File: config.mk
export PLATFORM = sky130hd
export DESIGN_NAME = tt_um_fsm
export DESIGN_NICKNAME = d
export VERILOG_FILES = /design/src/rtl/tt_um_fsm.sv
export SDC_FILE = /design/constraint.sdc
export NUM_CORES = 1
export LEC_CHECK = 0
export ABC_AREA = 0
export CORE_ASPECT_RATIO = 0.7
export CORE_MARGIN = 2
export CORE_UTILIZATION = 41
export CTS_CLUSTER_SIZE = 20
export DETAILED_ROUTE_END_ITERATION = 16
export PLACE_DENSITY = 0.74
export RECOVER_POWER = 25
export SYNTH_ARGS = -nofsm -noshare
export SYNTH_HDL_FRONTEND = slang
export SYNTH_SLANG_ARGS = --single-unit
File: constraint.sdc
create_clock -name clk -period 1.9 [get_ports clk]
set_input_delay 0.19 -clock clk [delete_from_list [all_inputs] [get_ports clk]]
set_output_delay 0.19 -clock clk [all_outputs]
set_load 0.01 [all_outputs]
File: src/rtl/tt_um_fsm.sv
// tt_um_fsm: overlapping serial 4-bit pattern detector with seven-segment match-depth display and detection counter
// Ports: clk, rst_n (async active-low), ena (enable),
//        ui_in {-, clear, valid, pattern[3:0], data}, uo_out {match, seg g..a},
//        uio_in (unused), uio_out (detection count), uio_oe (all driven)
module tt_um_fsm (
  input  logic       clk,
  input  logic       rst_n,
  input  logic       ena,
  input  logic [7:0] ui_in,
  output logic [7:0] uo_out,
  input  logic [7:0] uio_in,
  output logic [7:0] uio_out,
  output logic [7:0] uio_oe
);
  typedef enum logic [2:0] {S0, S1, S2, S3, S4} state_t;
  state_t     r_state, w_next;
  logic [3:0] r_hist, w_hist, w_pat;
  logic [2:0] r_rcv, w_rcv;
  logic [7:0] r_cnt;
  logic [6:0] r_seg;
  logic       r_flag;
  logic       w_unused;
  function automatic logic [6:0] seg7(input state_t s);
    return s == S0 ? 7'h3F : s == S1 ? 7'h06 : s == S2 ? 7'h5B : s == S3 ? 7'h4F : 7'h66;
  endfunction
  // Longest suffix of the updated history that is a prefix of the pattern,
  // limited by how many bits have actually been received.
  always_comb begin
    w_pat  = ui_in[4:1];
    w_hist = {r_hist[2:0], ui_in[0]};
    w_rcv  = r_rcv == 3'd4 ? 3'd4 : r_rcv + 3'd1;
    w_next = (w_rcv >= 3'd4 && w_hist == w_pat)            ? S4 :
             (w_rcv >= 3'd3 && w_hist[2:0] == w_pat[3:1])  ? S3 :
             (w_rcv >= 3'd2 && w_hist[1:0] == w_pat[3:2])  ? S2 :
             (w_hist[0] == w_pat[3])                       ? S1 : S0;
  end
  always_ff @(posedge clk or negedge rst_n) begin
    if (!rst_n) begin
      r_state <= S0;
      r_hist  <= '0;
      r_rcv   <= '0;
      r_cnt   <= '0;
      r_seg   <= 7'h3F;
      r_flag  <= 1'b0;
    end else if (ena && ui_in[6]) begin
      r_state <= S0;
      r_hist  <= '0;
      r_rcv   <= '0;
      r_cnt   <= '0;
      r_seg   <= 7'h3F;
      r_flag  <= 1'b0;
    end else if (ena && ui_in[5]) begin
      r_state <= w_next;
      r_hist  <= w_hist;
      r_rcv   <= w_rcv;
      r_cnt   <= r_cnt + {7'd0, w_next == S4};
      r_seg   <= seg7(w_next);
      r_flag  <= w_next == S4;
    end
  end
  assign uo_out   = {r_flag, r_seg};
  assign uio_out  = r_cnt;
  assign uio_oe   = 8'hFF;
  assign w_unused = &{1'b0, uio_in, ui_in[7], r_state};
endmodule

; ---- Word level (Yosys, flattened, before mapping)
; Cells that the tools add are included.
[word_totals]
regBits = 22
in_bits = 19
out_inout_bits = 24
elab_cells = 45
[classes]
add_sub_neg = 2
n_lt_le_gt_ge = 3
n_eq_ne = 9
mux = 19
reduce_logical = 7
[op_table]
columns = op, n
row1 = 2-to-1 mux 7 bit, 4
row2 = 2-to-1 mux 3 bit, 6
row3 = 2-to-1 mux 8 bit, 2
row4 = 2-to-1 mux 6 bit, 2
row5 = adder 8 x 1 -> 8 bit, 1
row6 = "== test 3 x 2 -> 1 bit, second input constant", 2
row7 = "== test 3 bit, second input constant", 2
row8 = "greater-or-equal comparator 3 x 2 -> 1 bit, second input constant", 2
row9 = logical AND 1 bit, 5
row10 = == test 4 bit, 1
row11 = 2-to-1 mux 2 bit, 2
row12 = "adder 3 x 1 -> 3 bit, second input constant", 1
row13 = "== test 3 x 1 -> 1 bit, second input constant", 1
row14 = == test 3 bit, 1
row15 = "greater-or-equal comparator 3 bit, second input constant", 1
row16 = zero test 3 bit, 1
row17 = 2-to-1 mux 1 bit, 3
row18 = == test 2 bit, 1
row19 = nonzero test 2 bit, 1
row20 = == test 1 bit, 1

; ---- Depth between registers and ports, before layout
[logic_depth]
depth_word = 14
ltp_mapped = 12
depth_no_buf = 12

; ---- Least setup slack after synthesis
; Ideal clock, no wire load.
[synth_timing]
path_kind = reg-to-reg
start = reg r_rcv[0]
end = reg r_cnt[6], in the netlist uio_out[6]
setup_ns = 0.127
arrival_ns = 1.984
t_required_ns = 1.773
slack_ns = -0.211
stages_incl_launch_ff = 13
path_buffers = 0
synth_period_minus_slack_ns = 2.111
cell_sequence = dfrtp_1 > inv_1 > ha_1 > nand3b_1 > o21ai_1 > or2_4 > inv_2 > ha_1 > ha_1 > and3_1 > nand4_1 > xor2_1 > a21oi_1
[synth_between]
elab_chain_len = 11
word_cells_on_any_way = 16
classes_between = add/sub: 2 / order compare: 3 / eq/ne: 2 / mux: 6 / reduce/logical: 3
[synth_rtl]
columns = element, line
row1 = from (decl), 18  ; logic [2:0] r_rcv, w_rcv;
row2 = from (signal assigned), 55  ; r_rcv <= w_rcv;
row3 = adder 3 x 1 -> 3 bit or == test 3 bit (tied branches), 31  ; w_rcv = r_rcv == 3'd4 ? 3'd4 : r_rcv + 3'd1;
row4 = 2-to-1 mux 3 bit *, 31
row5 = greater-or-equal comparator 3 x 2 -> 1 bit, 34  ; (w_rcv >= 3'd2 && w_hist[1:0] == w_pat[3:2]) ? S2 :
row6 = logical AND 1 bit, 34
row7 = 2-to-1 mux 2 bit, 34
row8 = 2-to-1 mux 2 bit, 33  ; (w_rcv >= 3'd3 && w_hist[2:0] == w_pat[3:1]) ? S3 :
row9 = 2-to-1 mux 3 bit *, 32  ; w_next = (w_rcv >= 3'd4 && w_hist == w_pat) ? S4 :
row10 = == test 3 bit *, 56  ; r_cnt <= r_cnt + {7'd0, w_next == S4};
row11 = adder 8 x 1 -> 8 bit *, 56
row12 = 2-to-1 mux 8 bit *, 52  ; end else if (ena && ui_in[5]) begin
row13 = 2-to-1 mux 8 bit *, 45  ; end else if (ena && ui_in[6]) begin
row14 = to (signal assigned), 56
row15 = to (decl), 19  ; logic [7:0] r_cnt;
; Every way passes the cells marked *; elsewhere a longest branch is shown, timed or not. The select of a mux whose other input is x is not followed.
; A chain may end at the register's enable or synchronous reset.

; ---- Worst setup path after layout
[layout_timing]
start = reg r_hist[2]
end = reg r_cnt[6], in the netlist uio_out[6]
[layout_between]
elab_chain_len = 7
[layout_rtl]
columns = element, line
row1 = from (decl), 17  ; logic [3:0] r_hist, w_hist, w_pat;
row2 = from (signal assigned), 54  ; r_hist <= w_hist;
row3 = == test 4 bit, 32
row4 = logical AND 1 bit, 32
row5 = 2-to-1 mux 3 bit, 32
row6 = == test 3 bit, 56
row7 = adder 8 x 1 -> 8 bit, 56
row8 = 2-to-1 mux 8 bit, 52
row9 = 2-to-1 mux 8 bit, 45
; No other way between the ends. The select of a mux whose other input is x is not followed.

==> impl_results.md <==
* H-Tree Depth at 1
* Area contributors post-synth: dfrtp_1 (30%), dfstp_2 (7.8%), buf_4 (6.7%)
* Skew-Pair Late Insertion Delay at 0.26 ns
* Outcome: complete, but fails checks
* Routed WL at 3.22 mm
* Worst Path Arrival at 2.21 ns
* Tmin final at 2.02 ns
* Initial antenna violation count at 0
* Final Cycle Share at 1.06
* Crit end category: flip-flop
* Clock power share at 0.262
* Mux contribution to synthesized area at 0.00741
* Detail Placement HPWL at 2.36 mm
* Synth Area in Compound Gates at 0.186
* RSZ-0062 raised after global routing: yes
* XOR/XNOR Fraction of Synth Area at 0.0834
* Crit path from: r_hist[2]
* Top cell type's share of synthesized area at 0.297
* Synth unique cells at 46
* Hold Crit Class: reg2reg
* Post-route DRC at 0
* Final setup fails at 5
* Area Growth Syn to Fin at 37.3%
* Slew Limit Fails at 0
* Total grt overflow at 0
* CTS tree: built
* IO Pins at 43
* Least-Margin Pin Slew at 1.13 ns
* Die area at 3780 um^2
* Peak Freq at 495 MHz
* Synth Area in Adders at 0.0463
* WL/cell at 14.6 um
* Gp weighted congestion at 0.849
* Max Cap Violations at 0
* Mean Syn Cell Area at 9.71 um^2
* CP Cell Sequence: xnor2_1 -> nand4_1 -> or2_4 -> inv_4 -> ha_4 -> ha_4 -> and3_4 -> nand4_1 -> xor2_1 -> a21oi_1
* Site Rows at 17
* Vias in the first global route at 1,166
* Final net count at 207
* Cell Area, Placed at 1740 um^2
* Critical path peak fanout at 3
* Synthesized area at 1350 um^2
* Synth warn at 0
* Final design area excluding fillers at 1850 um^2
* Post-route antenna net violation count at 0
* Design Power at 1100 uW
* Hold_buf cts at 0
* Most area-hungry cell type in the Yosys netlist: dfrtp_1
* Slowest CP cell: dfrtp_1
* First-pass GRT wire length at 5.53 mm
* Top FF cell, synth: dfrtp_1
* Via density at 5.27
* Leakage at 0.000759 uW
* Failing checks: negative setup slack
* Crit start category: flip-flop
* Final Hold Viols at 0
* Root Buffer: clkbuf_8
* Dpl ws at -0.358 ns
* Setup TNS at -0.329 ns
* Final worst setup slack at -0.118 ns
* CP required at 2.09 ns
* Die W at 72.6 um
* Largest net degree at the start of global routing at 21
* Initial Util at 0.429
* Total GRT Usage at 0.191
* Reg-to-Reg Start: r_hist[2]
* Int Pwr at 771 uW
* Sw Pwr at 331 uW
* DRT iter0 DRCs at 73
* Max clock buf depth at 2
* Port Buffers at 24
* Max-slew headroom at 0.244
* Antenna cells at 0
* Peak supply drop at 0.000286 V
* Sw Share at 0.300
* Core Box Area at 3150 um^2
* Vias at 1,160
* #FFs+latches synth at 20
* Clock buffer count from CTS at 3
* Fraction of layout cells with a size suffix above 1 at 0.297
* Ys async rst share at 1.00
* Clock slew seen by the registers of the worst setup and hold paths at 0.07 ns
* Max stage delay on crit path at 0.42 ns
* Post-synthesis simple-gate area fraction at 0.171
* Sequential Power Share at 0.447
* Setup CP Type: reg2reg
* Clk_skew at 0.00397 ns
* Cell Pwr Density at 594 nW/um^2
* CTS sink cnt at 20
* Logic pwr share at 0.291
* Syn Inst Count at 139
* Initial DRT Pass Iterations at 4
* Die height at 52.0 um
* HP Start: r_seg[6]
* Post-synthesis sequential area ratio at 0.374
* Largest family of logic cells by synthesized area: compound AO/OA/AOI/OAI gates
* EDFF count, synth at 0
[cells by family (layout without fill, tap and decap cells)]
family                     Yosys count  after routing
xor gates and xnor gates            12             12
AOI/OAI and AO/OA                   33             33
DFF                                 20             20
muxes                                1              1
adders and majority gates            5              5
other                                1              9
and+or+nand+nor                     40             40
buffers and inverters               27             62
[cells in the final DEF, fill, tap and decap left out, drive strengths merged, types with 2 or more instances in the layout]
cell / n
a21oi: 5
clkbuf: 5
nand2b: 2
o22ai: 2
nand2: 9
ha: 5
buf: 24
clkdlybuf4s50: 23
o311ai: 3
nand3b: 2
xor2: 2
dfstp: 4
inv: 9
nand3: 5
nor2: 6
a221oi: 2
or2: 2
o21ai: 9
nand4: 5
dfrtp: 16
nor3: 3
conb: 9
xnor2: 10
and3: 2
a22o: 4
[synthesized netlist by cell type, drive strengths merged (2+ instances only)]
cell type  instances
inv                9
and3               2
nand2b             2
o21ai              9
xnor2             10
o311ai             3
or2                2
dfrtp             16
buf               18
xor2               2
a221oi             2
o22ai              2
nand3b             2
nand4              5
nand2              9
nor3               3
nand3              5
nor2               6
a21oi              5
dfstp              4
ha                 5
a22o               4
[layer usage]
| metal | wire (um) | GRT usage | up-vias |
|---|---|---|---|
| li1 | - | - | 558 |
| met1 | 1630 | 0.266 | 561 |
| met2 | 1400 | 0.294 | 37 |
| met3 | 156 | 0.0426 | 4 |
| met4 | 29 | 0.0586 | 0 |
| met5 | 0 | 0 | - |
[metrics by stage]
stage	hold slack [ns]	utilization	instances
6_report	0.514	0.589	220
4_1_cts	0.276	0.576	219
5_1_grt	0.532	0.589	220
3_5_place_dp	0.500	0.552	211
3_3_place_gp	0.492	0.552	211
2_1_floorplan	-0.106	-	147
[power by group through the flow]
stage / clock network [uW] / registers [uW] / logic (uW)
global placement: 0 / 497 / 283
CTS: 298 / 491 / 306
detailed placement: 0 / 499 / 293
finish: 288 / 493 / 320
floorplan: 0 / 502 / 174
global route: 315 / 498 / 350
[sequential cells by signal, indices dropped and copies added (netlist names)]
register / count
r_flag: 1
r_hist: 3
r_rcv: 3
r_seg: 5
uio_out: 8
[cell type report]
class | count | area (um^2)
Inverter | 9 | 36.3
Timing Repair Buffer | 49 | 424
Clock buffer | 4 | 45.0
Tap cell | 38 | 47.5
Multi-Input combinational cell | 100 | 796
Sequential cell | 20 | 505
Fill cell | 258 | 1290
[what timing repair did]
item | in CTS | in global routing
setup endpoints to repair | 6 | 8
endpoints found under the hold margin | 0 | 0
pin swaps | 3 | 8
setup buffers | 4 | 1
gates resized for setup | 0 | 5
[worst paths after layout]
| path | endpoint | slack, ns | cells past startpoint |
|---|---|---|---|
| max | uio_out[6] | -0.12 | 10 |
| max reg2reg | uio_out[6] | -0.12 | 10 |
| min reg2reg | r_seg[6] | 0.51 | 2 |
| min | r_seg[6] | 0.51 | 2 |
| min in group asynchronous | r_hist[0] | 0.67 | 2 |
| max in group asynchronous | r_flag | 0.56 | 2 |
[critical path, delay by kind of cell, from the launching register on]
kind,cells,cell delay (ns)
XOR/XNOR,2,0.35
AND/OR/NAND/NOR,4,0.75
flip-flops,1,0.42
AO/OA/AOI/OAI,1,0.10
adder cells (fa/ha/maj),2,0.26
buffers and inverters,1,0.06
Note: power is estimated with default switching activity, not from simulation.
